## config.mk

```make
export PLATFORM = sky130hd
export DESIGN_NAME = mult8_seq_ctrl
export DESIGN_NICKNAME = d
export VERILOG_FILES = /design/src/rtl/mult8_seq_ctrl.sv
export SDC_FILE = /design/constraint.sdc
export NUM_CORES = 1
export LEC_CHECK = 0
export CORE_MARGIN = 3
export CORE_UTILIZATION = 35
export DETAILED_ROUTE_END_ITERATION = 6
export GPL_ROUTABILITY_DRIVEN = 1
export PLACE_DENSITY = 0.63
export SYNTH_ARGS = -nofsm -noshare
export SYNTH_HDL_FRONTEND = slang
export SYNTH_HIERARCHICAL = 1
export SYNTH_SLANG_ARGS = --single-unit
export TNS_END_PERCENT = 50
```

## constraint.sdc

```tcl
create_clock -name clk -period 8.1 [get_ports clk]
set_input_delay 1.215 -clock clk [delete_from_list [all_inputs] [get_ports clk]]
set_output_delay 1.215 -clock clk [all_outputs]
set_load 0.02 [all_outputs]
```

## src/rtl/mult8_seq_ctrl.sv

```systemverilog
// rtl/mult8_seq_ctrl.sv - 8x8 unsigned multiply sequenced over one shared 4x4 array core
// Four nibble partial products are accumulated over four cycles, then handed off via valid/ready.

module mult4x4_core (
    input  logic [3:0] m,
    input  logic [3:0] q,
    output logic [7:0] p
);
    always_comb begin
        p = '0;
        for (int i = 0; i < 4; i++) begin
            if (q[i]) begin
                p = p + ({4'b0000, m} << i);
            end
        end
    end
endmodule

module mult8_seq_ctrl #(
    parameter bit EARLY_ZERO = 1'b1
) (
    input  logic        clk,
    input  logic        rst,
    input  logic        start_valid,
    output logic        start_ready,
    input  logic [7:0]  a,
    input  logic [7:0]  b,
    output logic        res_valid,
    input  logic        res_ready,
    output logic [15:0] result,
    output logic        busy,
    output logic [7:0]  op_count
);
    typedef enum logic [1:0] {IDLE, MUL, DONE} state_t;

    state_t      state, state_n;
    logic [7:0]  a_q, b_q;
    logic [15:0] acc;
    logic [1:0]  step;
    logic [3:0]  m_nib, q_nib;
    logic [7:0]  pp;
    logic [15:0] pp_shifted;

    // step[0] picks the multiplicand nibble, step[1] the multiplier nibble
    assign m_nib = step[0] ? a_q[7:4] : a_q[3:0];
    assign q_nib = step[1] ? b_q[7:4] : b_q[3:0];

    mult4x4_core u_core (
        .m (m_nib),
        .q (q_nib),
        .p (pp)
    );

    always_comb begin
        pp_shifted = {pp, 8'h00};
        case (step)
            2'd0:       pp_shifted = {8'h00, pp};
            2'd1, 2'd2: pp_shifted = {4'h0, pp, 4'h0};
            default:    pp_shifted = {pp, 8'h00};
        endcase
    end

    always_comb begin
        state_n = state;
        case (state)
            IDLE: begin
                if (start_valid) begin
                    state_n = (EARLY_ZERO && (a == 8'h00 || b == 8'h00)) ? DONE : MUL;
                end
            end
            MUL: begin
                if (step == 2'd3) state_n = DONE;
            end
            DONE: begin
                if (res_ready) state_n = IDLE;
            end
            default: state_n = IDLE;
        endcase
    end

    always_ff @(posedge clk) begin
        if (rst) begin
            state    <= IDLE;
            a_q      <= '0;
            b_q      <= '0;
            acc      <= '0;
            step     <= '0;
            op_count <= '0;
        end else begin
            state <= state_n;
            case (state)
                IDLE: begin
                    if (start_valid) begin
                        a_q  <= a;
                        b_q  <= b;
                        acc  <= '0;
                        step <= '0;
                    end
                end
                MUL: begin
                    acc  <= acc + pp_shifted;
                    step <= step + 2'd1;
                end
                DONE: begin
                    if (res_ready) op_count <= op_count + 8'd1;
                end
                default: ;
            endcase
        end
    end

    assign start_ready = (state == IDLE);
    assign res_valid   = (state == DONE);
    assign busy        = (state != IDLE);
    assign result      = acc;
endmodule
```

## Word-level counts from Yosys, hierarchy flattened

Cells that the tools add are included.

| word-level totals | value |
|---|---|
| flip-flop bits (word level) | 44 |
| input bits | 20 |
| output and inout port bits | 27 |

| cells by class | value |
|---|---|
| add/sub/neg operators | 6 |
| equal/unequal tests | 8 |
| multiplexer cells | 16 |
| reductions and logical operators | 12 |

Operators with widths:

| kind | count |
|---|---|
| one-hot mux 16 bit (2 select lines) | 2 |
| 2-to-1 mux 8 bit | 3 |
| adder 16 bit | 1 |
| zero test 8 bit | 2 |
| 2-to-1 mux 16 bit | 1 |
| 2-to-1 mux 4 bit | 3 |
| 2-to-1 mux 2 bit | 5 |
| adder 8 x 1 -> 8 bit (second input constant) | 1 |
| adder 8 x 5 -> 8 bit | 1 |
| adder 8 x 6 -> 8 bit | 1 |
| adder 8 x 7 -> 8 bit | 1 |
| equality test 2 bit (second input constant) | 3 |
| one-hot mux 2 bit (3 select lines) | 1 |
| AND reduction 2 bit | 3 |
| equality test 2 x 1 -> 1 bit (second input constant) | 2 |
| zero test 2 bit | 2 |
| inequality test 2 bit (second input constant) | 2 |
| one-hot mux 2 bit (2 select lines) | 1 |
| nonzero test 2 bit | 2 |
| AND reduction 3 bit | 1 |
| adder 2 x 1 -> 2 bit (second input constant) | 1 |
| inequality test 2 x 1 -> 1 bit (second input constant) | 1 |
| OR reduction 2 bit | 1 |
| logical OR 1 bit | 1 |

## Depth between registers and ports, before layout

Gate-level depths: netlist of run 1.

| logic depth | value |
|---|---|
| depth after elaboration | 11 |
| mapped depth | 29 |
| depth with buffers taken out | 27 |

## By module

The synthesis of run 1 kept the hierarchy.

By module, submodules not included:

| module | instances | cells each | area each (µm²) |
|---|---|---|---|
| mult8_seq_ctrl | 1 | 360 | 2753.9 |
| mult4x4_core | 1 | 69 | 563.0 |

## Least setup slack after synthesis of run 1

Ideal clock, no wire load.

| path | value |
|---|---|
| path type | register -> register |
| start | reg step[0] |
| end | reg acc[13], in the netlist result[13] |
| setup time | 117 ps |
| arrival | 5531 ps |
| data required time | 7983 ps |
| slack | 2452 ps |
| cell stages (with the launch flop) | 25 |
| buffers on the path | 1 |
| clock period less this slack | 5648 ps |
| path through | dfxtp_1 clkbuf_1 mux2_2 and2_1 ha_1 inv_1 fa_1 mux2i_1 ha_1 inv_1 fa_1 nand2_1 a21boi_1 ha_1 fa_1 mux2_1 a22oi_1 nor2_1 ha_1 a21oi_1 o21ai_0 and2_4 o211a_1 or3_1 a32o_1 |

| between the ends | value |
|---|---|
| word-level cells in the longest chain between the ends | 11 |
| elaborated cells between the ends (all ways) | 15 |
| classes of those cells | add/sub (4); eq/ne (2); mux (7); reduce/logical (2) |

Ends and longest elaborated chain:

| item | line | source |
|---|---|---|
| start: declaration | 39 | `logic [1:0] step;` |
| start signal: assignment | 102 | `step <= step + 2'd1;` |
| 2-to-1 mux 4 bit (*) | 45 | `assign m_nib = step[0] ? a_q[7:4] : a_q[3:0];` |
| named net m_nib[1] | 40 | `logic [3:0] m_nib, q_nib;` |
| 2-to-1 mux 4 bit | 12 | `if (q[i]) begin` |
| adder 8 x 5 -> 8 bit | 13 | `p = p + ({4'b0000, m} << i);` |
| 2-to-1 mux 8 bit | 12 |  |
| adder 8 x 6 -> 8 bit | 13 |  |
| 2-to-1 mux 8 bit | 12 |  |
| adder 8 x 7 -> 8 bit | 13 |  |
| 2-to-1 mux 8 bit (*) | 12 |  |
| named net pp[4] | 41 | `logic [7:0] pp;` |
| one-hot mux 16 bit (2 select lines) (*) | 56 | `case (step)` |
| adder 16 bit (*) | 101 | `acc <= acc + pp_shifted;` |
| one-hot mux 16 bit (2 select lines) (*) | 91 | `case (state)` |
| end signal: assignment | 101 |  |
| end: declaration | 38 | `logic [15:0] acc;` |

Mark *: on every way through the listed nets, which the timed path passes. The rest lies on a longest branch.
A chain may end at the register's enable or synchronous reset.

## Worst setup path after layout of run 1

| path | value |
|---|---|
| start | reg step[0] |
| end | reg acc[15], in the netlist result[15] |

The elaborated chain is that of the path after synthesis.

==> results of run 1 <==
==> worst reg2reg max path: cells and delay by family, from the launching register on <==
| kind | cells | cell delay, ns |
|---|---|---|
| AND/OR/NAND/NOR | 5 | 0.75 |
| AO/OA/AOI/OAI | 7 | 1.18 |
| multiplexers | 3 | 0.92 |
| XOR/XNOR | 1 | 0.16 |
| buffers and inverters | 2 | 0.12 |
| adder cells (fa/ha/maj) | 7 | 2.27 |
| flip-flops | 1 | 0.55 |
==> metrics by stage <==
stage / power (mW) / hold slack [ns] / worst slack (ns) / instance area (sq um)
detailed placement: 0.339 / 0.448 / 2.08 / 3870
floorplan: 0.304 / 0.433 / 2.45 / 3320
global placement: 0.337 / 0.445 / 2.25 / 3870
CTS: 0.476 / 0.459 / 2.05 / 3950
global route: 0.497 / 0.482 / 1.54 / 3950
finish: 0.469 / 0.456 / 2.01 / 3950
==> Yosys cell counts (2+ instances only) <==
library cell and number:
sky130_fd_sc_hd__nand2_1 66, sky130_fd_sc_hd__dfxtp_1 44, sky130_fd_sc_hd__nor2_1 40, sky130_fd_sc_hd__a21oi_1 39, sky130_fd_sc_hd__ha_1 30, sky130_fd_sc_hd__o21ai_0 23
sky130_fd_sc_hd__inv_1 20, sky130_fd_sc_hd__clkbuf_1 15, sky130_fd_sc_hd__and2_1 13, sky130_fd_sc_hd__nand3_1 12, sky130_fd_sc_hd__xor2_1 12, sky130_fd_sc_hd__mux2_2 11
sky130_fd_sc_hd__a22oi_1 10, sky130_fd_sc_hd__a21o_1 7, sky130_fd_sc_hd__nand4_1 7, sky130_fd_sc_hd__nor3_1 7, sky130_fd_sc_hd__nor2b_1 6, sky130_fd_sc_hd__xnor2_1 6
sky130_fd_sc_hd__mux2i_1 5, sky130_fd_sc_hd__a211oi_1 4, sky130_fd_sc_hd__fa_1 4, sky130_fd_sc_hd__nor4_1 3, sky130_fd_sc_hd__o21a_1 3, sky130_fd_sc_hd__or3_1 3
sky130_fd_sc_hd__or4_1 3, sky130_fd_sc_hd__a31oi_1 2, sky130_fd_sc_hd__a32o_1 2, sky130_fd_sc_hd__and3_1 2, sky130_fd_sc_hd__buf_2 2, sky130_fd_sc_hd__o21bai_1 2
sky130_fd_sc_hd__o31ai_1 2
==> report_power, final <==
part,switching (mW),internal [mW]
clock network,0.0770,0.0585
registers,0.00778,0.225
logic,0.0587,0.0425
total,0.143,0.326
==> kinds of logic after synthesis <==
kind of cell / after synthesis
simple gates: 170
compound gates: 107
mux: 17
buf+inv: 38
xor+xnor: 18
flops: 44
fa+ha+maj: 35
==> final timing paths <==
path	end	slack [ns]	cells past startpoint
setup reg to reg	result[15]	2.01	25
hold reg to reg	b_q[4]	0.46	2
setup / recovery	result[15]	2.01	25
hold / removal	b_q[4]	0.46	2
==> metal layers <==
layer  vias up  track usage (%)  part of all wire [%]
met2        39             26.4                    47
met1      1438             22.7                    51
li1       1577                -                     -
met3         4             2.28                   1.9
met5         -                0                     0
met4         0             3.39                  0.65
==> area by class of cell <==
| class | count | area (sq um) |
|---|---|---|
| fillers | 908 | 5020 |
| flip-flops and latches | 44 | 881 |
| multi-input cells | 347 | 2290 |
| well taps | 126 | 158 |
| clock buffers | 5 | 68.8 |
| inverters | 20 | 75.1 |
| repair buffers | 47 | 468 |
| clock inverters | 2 | 12.5 |
==> state kept, by name (all words and copies together) (netlist names) <==
signal    count
a_q           8
op_count      8
state         2
result       16
b_q           8
step          2
==> results.cfg, run 1 <==
[status]
outcome = completed

[setup_path]
critPathSlowestCell = sky130_fd_sc_hd__dfxtp_1
critical_path_required_ns = 8.28
timing.critical_path.slowest_cell_delay_ns = 0.55
setup.worst_path.end_class = register
worst-setup-path-type = register to register
cp.arrival_ns = 6.27
category_of_cells_accounting_for_the_largest_share_of_critical_path_delay = adder cells
rr_startpoint = step[0]
cp_common_cell = sky130_fd_sc_hd__ha_1
critPathLaunchType = register
crit_fanout = 9
cp.buffers_inverters = 2
startpoint = step[0]

[cts]
post_cts.repair.setup_buffers = 0
cts_hold_repair.buffers = 0
cts.root.buffer_cell = sky130_fd_sc_hd__clkbuf_8
cts_made_buffers = 5
cts_tree = yes
post_cts.resized_instances = 0
worstSkewPairLatency_ns = 0.29
path_clk_slew_ns = 0.09
htreeDepth = 2
ctsLongestPathBuffers = 2
tritoncts_num_sinks = 44

[timing]
max_freq_mhz = 164
slew_violations = 0
setup_violations = 0
finalWorstPathRequiredPeriod_ns = 6.09
slew_headroom_pct = 43.9
worst_pin_slew_ns = 0.838
final.period_utilization_pct = 75.2
clock-skew-final_ns = 0.00852
rsz_0062_raised_after_global_routing = false
setup_tns_ns = 0
hold_viol = 0

[yosys]
synth-xor-area-share_pct = 4.75
synth_nets = 483
postSynthCellCount = 429
compound_gate_portion_of_the_synthesized_area_pct = 20.6
netlist_area_sq_um = 3320
synth_mux_area_share_pct = 5.58
synth-simple-area-share_pct = 24.1
ys_warn_count = 6
synth_top_cells_by_area = sky130_fd_sc_hd__dfxtp_1 (27%), sky130_fd_sc_hd__ha_1 (11%), sky130_fd_sc_hd__nand2_1 (7.5%)
synth_enable_flop_cells = 0
synth_cell_types = 55
synth_area_per_cell_sq_um = 7.73
ys.flop_type = sky130_fd_sc_hd__dfxtp_1
dominant_combinational_cell_family_by_area_after_synthesis = simple AND/OR/NAND/NOR gates
synth_top_area_share_pct = 26.6
yosys_register_bits = 44
post_synth_fa_ha_maj_area_fraction_pct = 14.0
proportion_of_synthesized_flip_flops_having_asynchronous_set_or_reset_pct = 0
sequential_fraction_of_the_synthesis_area_pct = 26.6
synth.largest_area_cell = sky130_fd_sc_hd__dfxtp_1

[global_route]
global_route.usage.total_pct = 16.1
number_of_antenna_violations_at_the_first_check_in_global_routing = 0
first_global_vias = 2985
first_pass_grt_wire_length_microns = 14000
maximum_number_of_pins_on_one_net_before_global_route_repair = 39
global_route_overflow = 0

[finish]
antennaDiodeCount = 0
mostFrequentLayoutCells = sky130_fd_sc_hd__nand2_1 (66), sky130_fd_sc_hd__clkdlybuf4s50_1 (46), sky130_fd_sc_hd__dfxtp_1 (44), sky130_fd_sc_hd__nor2_1 (40), sky130_fd_sc_hd__a21oi_1 (39)
area.growth.synth_to_final_pct = 19.2
final_core_util_pct = 44.0
finalNonFillerCells = 591
layout_commonest_cell = sky130_fd_sc_hd__nand2_1
num-nets-final = 519
drive_above_1_share_pct = 6.02

[routing]
routed_wire_length_per_instance_microns = 13.8
dr.first_iter.drc_count = 145
detail_route.first_pass.iterations = 4
wl_microns = 8140
detailroute.via_count = 3058
remaining_drc_errors = 0
vias_per_instance = 5.17
postRouteAntennaNets = 0

[die]
design.die.area_sq_um = 10700
die_x_microns = 103
fp.coreArea_sq_um = 8980
ioPinCount = 47
row_count = 34
die_y_microns = 103
start_util_pct = 37.0

[flow_run]
drv_cap = 0

[power]
power.density_nw_per_um2 = 119
vdd.ir_drop.worst_v = 0.0000786
cell_leakage_power_nw = 1.63

[placed_design]
gpl.final_weighted_congestion = 0.876
place.detailed.instances = 584
port_buffers = 46
dpl.hpwl_microns = 6320

[hold_path]
min-delay-start = b_q[4]
timing.hold.worst.class = register to register
No activity file was read; power rests on OpenSTA's default activity.
==> run 2: changes to the inputs <==
--- a/config.mk
+++ b/config.mk
@@ -9,7 +9,7 @@
 export CORE_UTILIZATION = 35
 export DETAILED_ROUTE_END_ITERATION = 6
 export GPL_ROUTABILITY_DRIVEN = 1
-export PLACE_DENSITY = 0.63
+export PLACE_DENSITY = 0.65
 export SYNTH_ARGS = -nofsm -noshare
 export SYNTH_HDL_FRONTEND = slang
 export SYNTH_HIERARCHICAL = 1
==> constraint.sdc (replaced) <==
create_clock -name clk -period 5 [get_ports clk]
set_input_delay 0.75 -clock clk [delete_from_list [all_inputs] [get_ports clk]]
set_output_delay 0.75 -clock clk [all_outputs]
set_load 0.02 [all_outputs]
==> run 2 against run 1 <==
  * The flow now finishes with violations (setup timing)
  * Worst setup slack got worse by 2.6 ns
  * Via count rose by 10%
  * Sequential share of layout area fell by 3.4 points
  * Largest power group unchanged
  * Highest routed layer unchanged
==> results.cfg, run 2 (synthesis gave the netlist of run 1 again) <==
[status]
outcome = finished, violations left
violations = setup timing

[setup_path]
cp_common_cell = sky130_fd_sc_hd__buf_4
timing.critical_path.slowest_cell_delay_ns = 0.43
cp.arrival_ns = 5.75
rr_startpoint = step[0]
setup.worst_path.end_class = register
critical_path_required_ns = 5.20
timing.reg2reg.worst_path_depth = 28
worstReg2RegEnd = result[13]
critPathSlowestCell = sky130_fd_sc_hd__fa_2
worst-setup-path-type = register to register
worst-r2r-setup-slack_ns = -0.54
cp.buffers_inverters = 5
crit_fanout = 5
critPathLaunchType = register
category_of_cells_accounting_for_the_largest_share_of_critical_path_delay = adder cells

[routing]
detail_route.first_pass.iterations = 4
routed_wire_length_per_instance_microns = 13.8
detailroute.via_count = 3367
wl_microns = 9130
postRouteAntennaNets = 0
remaining_drc_errors = 0
vias_per_instance = 5.10
dr.first_iter.drc_count = 118

[hold_path]
depth_of_the_worst_hold_timing_path = 2
timing.hold.worst.class = register to register
min-delay-start = a_q[2]
holdPathEnd = a_q[2]

[timing]
slew_violations = 0
timing.final.ws_setup_ns = -0.544
setup_violations = 11
finalWorstPathRequiredPeriod_ns = 5.54
worst_pin_slew_ns = 0.832
slew_headroom_pct = 44.3
final.period_utilization_pct = 111
max_freq_mhz = 180
hold_viol = 0
clock-skew-final_ns = 0.0128
rsz_0062_raised_after_global_routing = true
setup_tns_ns = -4.06
hold-worst-slack_ns = 0.459

[finish]
seq_area_sq_um = 886
nFillCells = 847
layout_commonest_cell = sky130_fd_sc_hd__buf_4
drive_above_1_share_pct = 26.0
multiInputGateArea_sq_um = 2490
mostFrequentLayoutCells = sky130_fd_sc_hd__buf_4 (66), sky130_fd_sc_hd__nand2_1 (63), sky130_fd_sc_hd__clkdlybuf4s50_1 (46), sky130_fd_sc_hd__dfxtp_1 (42), sky130_fd_sc_hd__nor2_1 (39)
finalNonFillerCells = 660
antennaDiodeCount = 0
largest_register_ff_count = 16
num-nets-final = 588
final_core_util_pct = 52.2
area.growth.synth_to_final_pct = 41.3

[power]
power.density_nw_per_um2 = 172
vdd.ir_drop.worst_v = 0.000176
cell_leakage_power_nw = 2.03

[placed_design]
post_place_setup_slack_ns = -0.559
gpl.final_weighted_congestion = 0.881
place.detailed.instances = 640
port_buffers = 46
dpl.hpwl_microns = 6860

[cts]
worstSkewPairLatency_ns = 0.31
cts_tree = yes
htreeDepth = 2
ctsLongestPathBuffers = 2
cts_made_buffers = 5
cts.root.buffer_cell = sky130_fd_sc_hd__clkbuf_8
cts_hold_repair.buffers = 0
path_clk_slew_ns = 0.09
tritoncts_num_sinks = 44

[flow_run]
drv_cap = 0

[global_route]
first_pass_grt_wire_length_microns = 14600
number_of_antenna_violations_at_the_first_check_in_global_routing = 0
maximum_number_of_pins_on_one_net_before_global_route_repair = 39
global_route_overflow = 0
first_global_vias = 3169
global_route.usage.total_pct = 16.8

[die]
ioPinCount = 47
fp.coreArea_sq_um = 8980
row_count = 34
start_util_pct = 37.0
die_x_microns = 103
design.die.area_sq_um = 10700
die_y_microns = 103
## run 2: cell types whose count changed in the layout (fill, tap and decap cells not counted), sizes merged
cell  delta
buf     +69
## run 2: worst max-delay path by stage
stage                  from  cells past startpoint          to
finish              step[0]                     28  result[13]
detailed placement  step[1]                     25  result[13]
floorplan           step[0]                     26  result[13]
global route        step[0]                     28  result[15]
CTS                 step[0]                     25  result[13]
global placement    step[0]                     25  result[13]
## run 2: where the power goes
| group | switching [mW] | internal (mW) | leakage, nW | total, mW |
|---|---|---|---|---|
| logic | 0.109 | 0.0931 | 1.63 | 0.202 |
| clock network | 0.134 | 0.0951 | 0.0400 | 0.229 |
| registers | 0.0107 | 0.365 | 0.359 | 0.375 |
## run 2: worst register-to-register path, delay by kind of cell (launching register included)
family | cells | cell delay [ns]
AO/OA/AOI/OAI | 9 | 1.45
XOR/XNOR | 2 | 0.39
adder cells (fa/ha/maj) | 5 | 1.48
buffers and inverters | 5 | 0.52
flip-flops | 1 | 0.39
multiplexers | 2 | 0.51
AND/OR/NAND/NOR | 5 | 0.68
## run 2: what timing repair did
| item | CTS | global route |
|---|---|---|
| pin swaps | 24 | 15 |
| buffers inserted | 6 | 7 |
| resized for setup | 20 | 20 |
| setup endpoints to repair | 11 | 12 |
## run 2: final cells by class
cell class	instances	share of cell area, %
multi-input combinational	347	53.0
timing repair buffer	116	21.4
sequential	44	18.9
tap	126	3.36
inverter	20	1.60
clock buffer	5	1.47
clock inverter	2	0.267
## run 2: stage by stage
stage | instance area, sq um | power (mW)
finish | 4690 | 0.807
global route | 4690 | 0.853
CTS | 4550 | 0.808
detailed placement | 4350 | 0.569
global placement | 4350 | 0.566
floorplan | 3390 | 0.498
## run 2: per-layer routing
metal	vias to the layer above	track usage (%)	part of all wire, %
li1	1713	-	-
met1	1585	22.8	47
met2	57	28.4	48
met3	12	3.02	3.5
met4	0	2.79	1.3
met5	-	0	0
==> run 3: changes to the inputs <==
--- a/config.mk
+++ b/config.mk
@@ -5,11 +5,13 @@
 export SDC_FILE = /design/constraint.sdc
 export NUM_CORES = 1
 export LEC_CHECK = 0
+export CORE_ASPECT_RATIO = 0.7
 export CORE_MARGIN = 3
 export CORE_UTILIZATION = 35
 export DETAILED_ROUTE_END_ITERATION = 6
+export DONT_BUFFER_PORTS = 1
 export GPL_ROUTABILITY_DRIVEN = 1
-export PLACE_DENSITY = 0.65
+export PLACE_DENSITY = 0.59
 export SYNTH_ARGS = -nofsm -noshare
 export SYNTH_HDL_FRONTEND = slang
 export SYNTH_HIERARCHICAL = 1
==> run 3 against run 2 <==
  * The flow still finishes with violations (setup timing)
  * Fmax down 1.4%
  * Total power rose by 18%
  * Global-route usage rose by 0.49 points
  * Sequential power up 1%
  * Register-to-register slack got worse by 0.08 ns
==> results.cfg, run 3 (synthesis gave the netlist of run 1 again) <==
[global_route]
global_route_overflow = 0
first_pass_grt_wire_length_microns = 15100
first_global_vias = 2995
global_route.usage.total_pct = 17.3
number_of_antenna_violations_at_the_first_check_in_global_routing = 0
maximum_number_of_pins_on_one_net_before_global_route_repair = 39

[placed_design]
dpl.hpwl_microns = 6960
port_buffers = 0
post_place_setup_slack_ns = -0.548
gpl.final_weighted_congestion = 0.897

[timing]
finalWorstPathRequiredPeriod_ns = 5.62
setup_tns_ns = -5.01
worst_pin_slew_ns = 0.785
max_freq_mhz = 178
clock-skew-final_ns = 0.00467
setup_violations = 11
slew_headroom_pct = 47.5
final.period_utilization_pct = 112
hold-worst-slack_ns = 0.451
rsz_0062_raised_after_global_routing = true
timing.final.ws_setup_ns = -0.625
hold_viol = 0
slew_violations = 0

[power]
vdd.ir_drop.worst_v = 0.000202
power.share.sequential_pct = 39.8
power.density_nw_per_um2 = 214
intPower_mw = 0.680
power.combinational.fraction_pct = 18.1
power.net_switching_mw = 0.272
power.switching_fraction_pct = 28.6
cell_leakage_power_nw = 2.01
power.clock.fraction_pct = 42.1

[cts]
cts_made_buffers = 5
tritoncts_num_sinks = 44
path_clk_slew_ns = 0.07
ctsLongestPathBuffers = 2
worstSkewPairLatency_ns = 0.29
cts_hold_repair.buffers = 0
cts.root.buffer_cell = sky130_fd_sc_hd__clkbuf_16
cts_tree = yes
htreeDepth = 2

[routing]
routed_wire_length_per_instance_microns = 15.4
met2_length_microns = 4270
route.met3.wl_microns = 582
wl_met1_microns = 4730
dr.max_layer_used = met4
wl_microns = 9640
remaining_drc_errors = 0
detailroute.via_count = 3269
postRouteAntennaNets = 0
dr.first_iter.drc_count = 137
detail_route.first_pass.iterations = 4
vias_per_instance = 5.22

[setup_path]
worstReg2RegEnd = result[13]
cp-endpoint = result[13]
rr_startpoint = step[0]
worst-r2r-setup-slack_ns = -0.62
cp.arrival_ns = 5.81
crit_fanout = 5
timing.reg2reg.worst_path_depth = 27
critPathLaunchType = register
startpoint = step[0]
critical_path_required_ns = 5.19
setup.worst_path.end_class = register
worst-setup-path-type = register to register

[status]
violations = setup timing
outcome = finished, violations left

[die]
die_x_microns = 122
ioPinCount = 47
row_count = 29
fp.coreArea_sq_um = 9140
die_y_microns = 87.5
design.die.area_sq_um = 10700
start_util_pct = 36.3

[flow_run]
drv_cap = 0

[finish]
num-nets-final = 555
area.growth.synth_to_final_pct = 34.0
mostFrequentLayoutCells = sky130_fd_sc_hd__buf_4 (78), sky130_fd_sc_hd__nand2_1 (64), sky130_fd_sc_hd__dfxtp_1 (42), sky130_fd_sc_hd__nor2_1 (39), sky130_fd_sc_hd__a21oi_1 (30)
antennaDiodeCount = 0
largest_register_ff_count = 16
layout_commonest_cell = sky130_fd_sc_hd__buf_4
nFillCells = 869
drive_above_1_share_pct = 30.9

[hold_path]
timing.hold.worst.class = register to register
## run 3: changes by cell type in the layout (fill, tap and decap cells not counted), sizes merged
cell	before	now
clkinv	1	0
buf	70	83
clkinvlp	1	0
clkdlybuf4s50	46	0
bufinv	0	1
inv	20	22
## run 3: metal layers
metal  GRT usage (%)  vias up
met5               0        -
li1                -     1652
met1            25.3     1534
met2            26.3       73
met3            4.09       10
met4            2.74        0
## run 3: critical path, stage by stage, from the launching register on
cell                      delay (ns)
sky130_fd_sc_hd__dfxtp_4        0.37
sky130_fd_sc_hd__mux2_4         0.21
sky130_fd_sc_hd__and2_4         0.15
sky130_fd_sc_hd__ha_4           0.13
sky130_fd_sc_hd__inv_2          0.04
sky130_fd_sc_hd__fa_2           0.36
sky130_fd_sc_hd__xnor2_1        0.20
sky130_fd_sc_hd__nand2_1        0.13
sky130_fd_sc_hd__xor2_2         0.17
sky130_fd_sc_hd__ha_1           0.28
sky130_fd_sc_hd__a21o_1         0.19
sky130_fd_sc_hd__a21oi_2        0.15
sky130_fd_sc_hd__xor2_1         0.23
sky130_fd_sc_hd__o21ai_1        0.12
sky130_fd_sc_hd__ha_1           0.32
sky130_fd_sc_hd__a21oi_1        0.15
sky130_fd_sc_hd__nand2_1        0.08
sky130_fd_sc_hd__xor2_1         0.15
sky130_fd_sc_hd__mux2_2         0.29
sky130_fd_sc_hd__a22oi_1        0.17
sky130_fd_sc_hd__nor2_1         0.06
sky130_fd_sc_hd__ha_1           0.37
sky130_fd_sc_hd__a21oi_2        0.15
sky130_fd_sc_hd__o21ai_2        0.08
sky130_fd_sc_hd__and2_4         0.17
sky130_fd_sc_hd__o211a_1        0.21
sky130_fd_sc_hd__or3_1          0.32
sky130_fd_sc_hd__a32o_1         0.26
## run 3: repair_timing
action,CTS,global route
endpoints found under the hold margin,0,0
pin swaps,19,26
gates resized for setup,16,32
setup endpoints to repair,11,12
setup buffers,7,14
## run 3: area by class of cell
cell class	count	area [sq um]	share of cell area [%]
flip-flops and latches	44	886	19.9
multi-input cells	347	2510	56.5
well taps	124	155	3.49
repair buffers	83	642	14.4
clock buffers	5	125	2.81
inverters	20	75.1	1.69
clock inverters	3	50.0	1.13
## run 3: worst min path at each step
stage | start | cells after the start | to
floorplan | a_q[4] | 2 | a_q[4]
global placement | b_q[7] | 2 | b_q[7]
detailed placement | b_q[2] | 2 | b_q[2]
CTS | b_q[2] | 2 | b_q[2]
global route | b_q[2] | 2 | b_q[2]
finish | a_q[1] | 2 | a_q[1]
## run 3: power by group through the flow
stage	clock network, mW	logic (mW)	registers (mW)
final	0.401	0.173	0.379
after floorplan	0	0.115	0.383
after global placement	0	0.152	0.386
after detailed placement	0	0.153	0.387
after CTS	0.410	0.161	0.379
after global routing	0.426	0.190	0.381
## run 3: stage by stage
stage	area (sq um)	power, mW	std cells	utilization (%)
global placement	3930	0.538	597	43.0
detailed placement	3930	0.540	597	43.0
finish	4450	0.953	626	48.6
CTS	4210	0.949	612	46.1
floorplan	3390	0.498	429	-
global route	4450	0.997	626	48.6
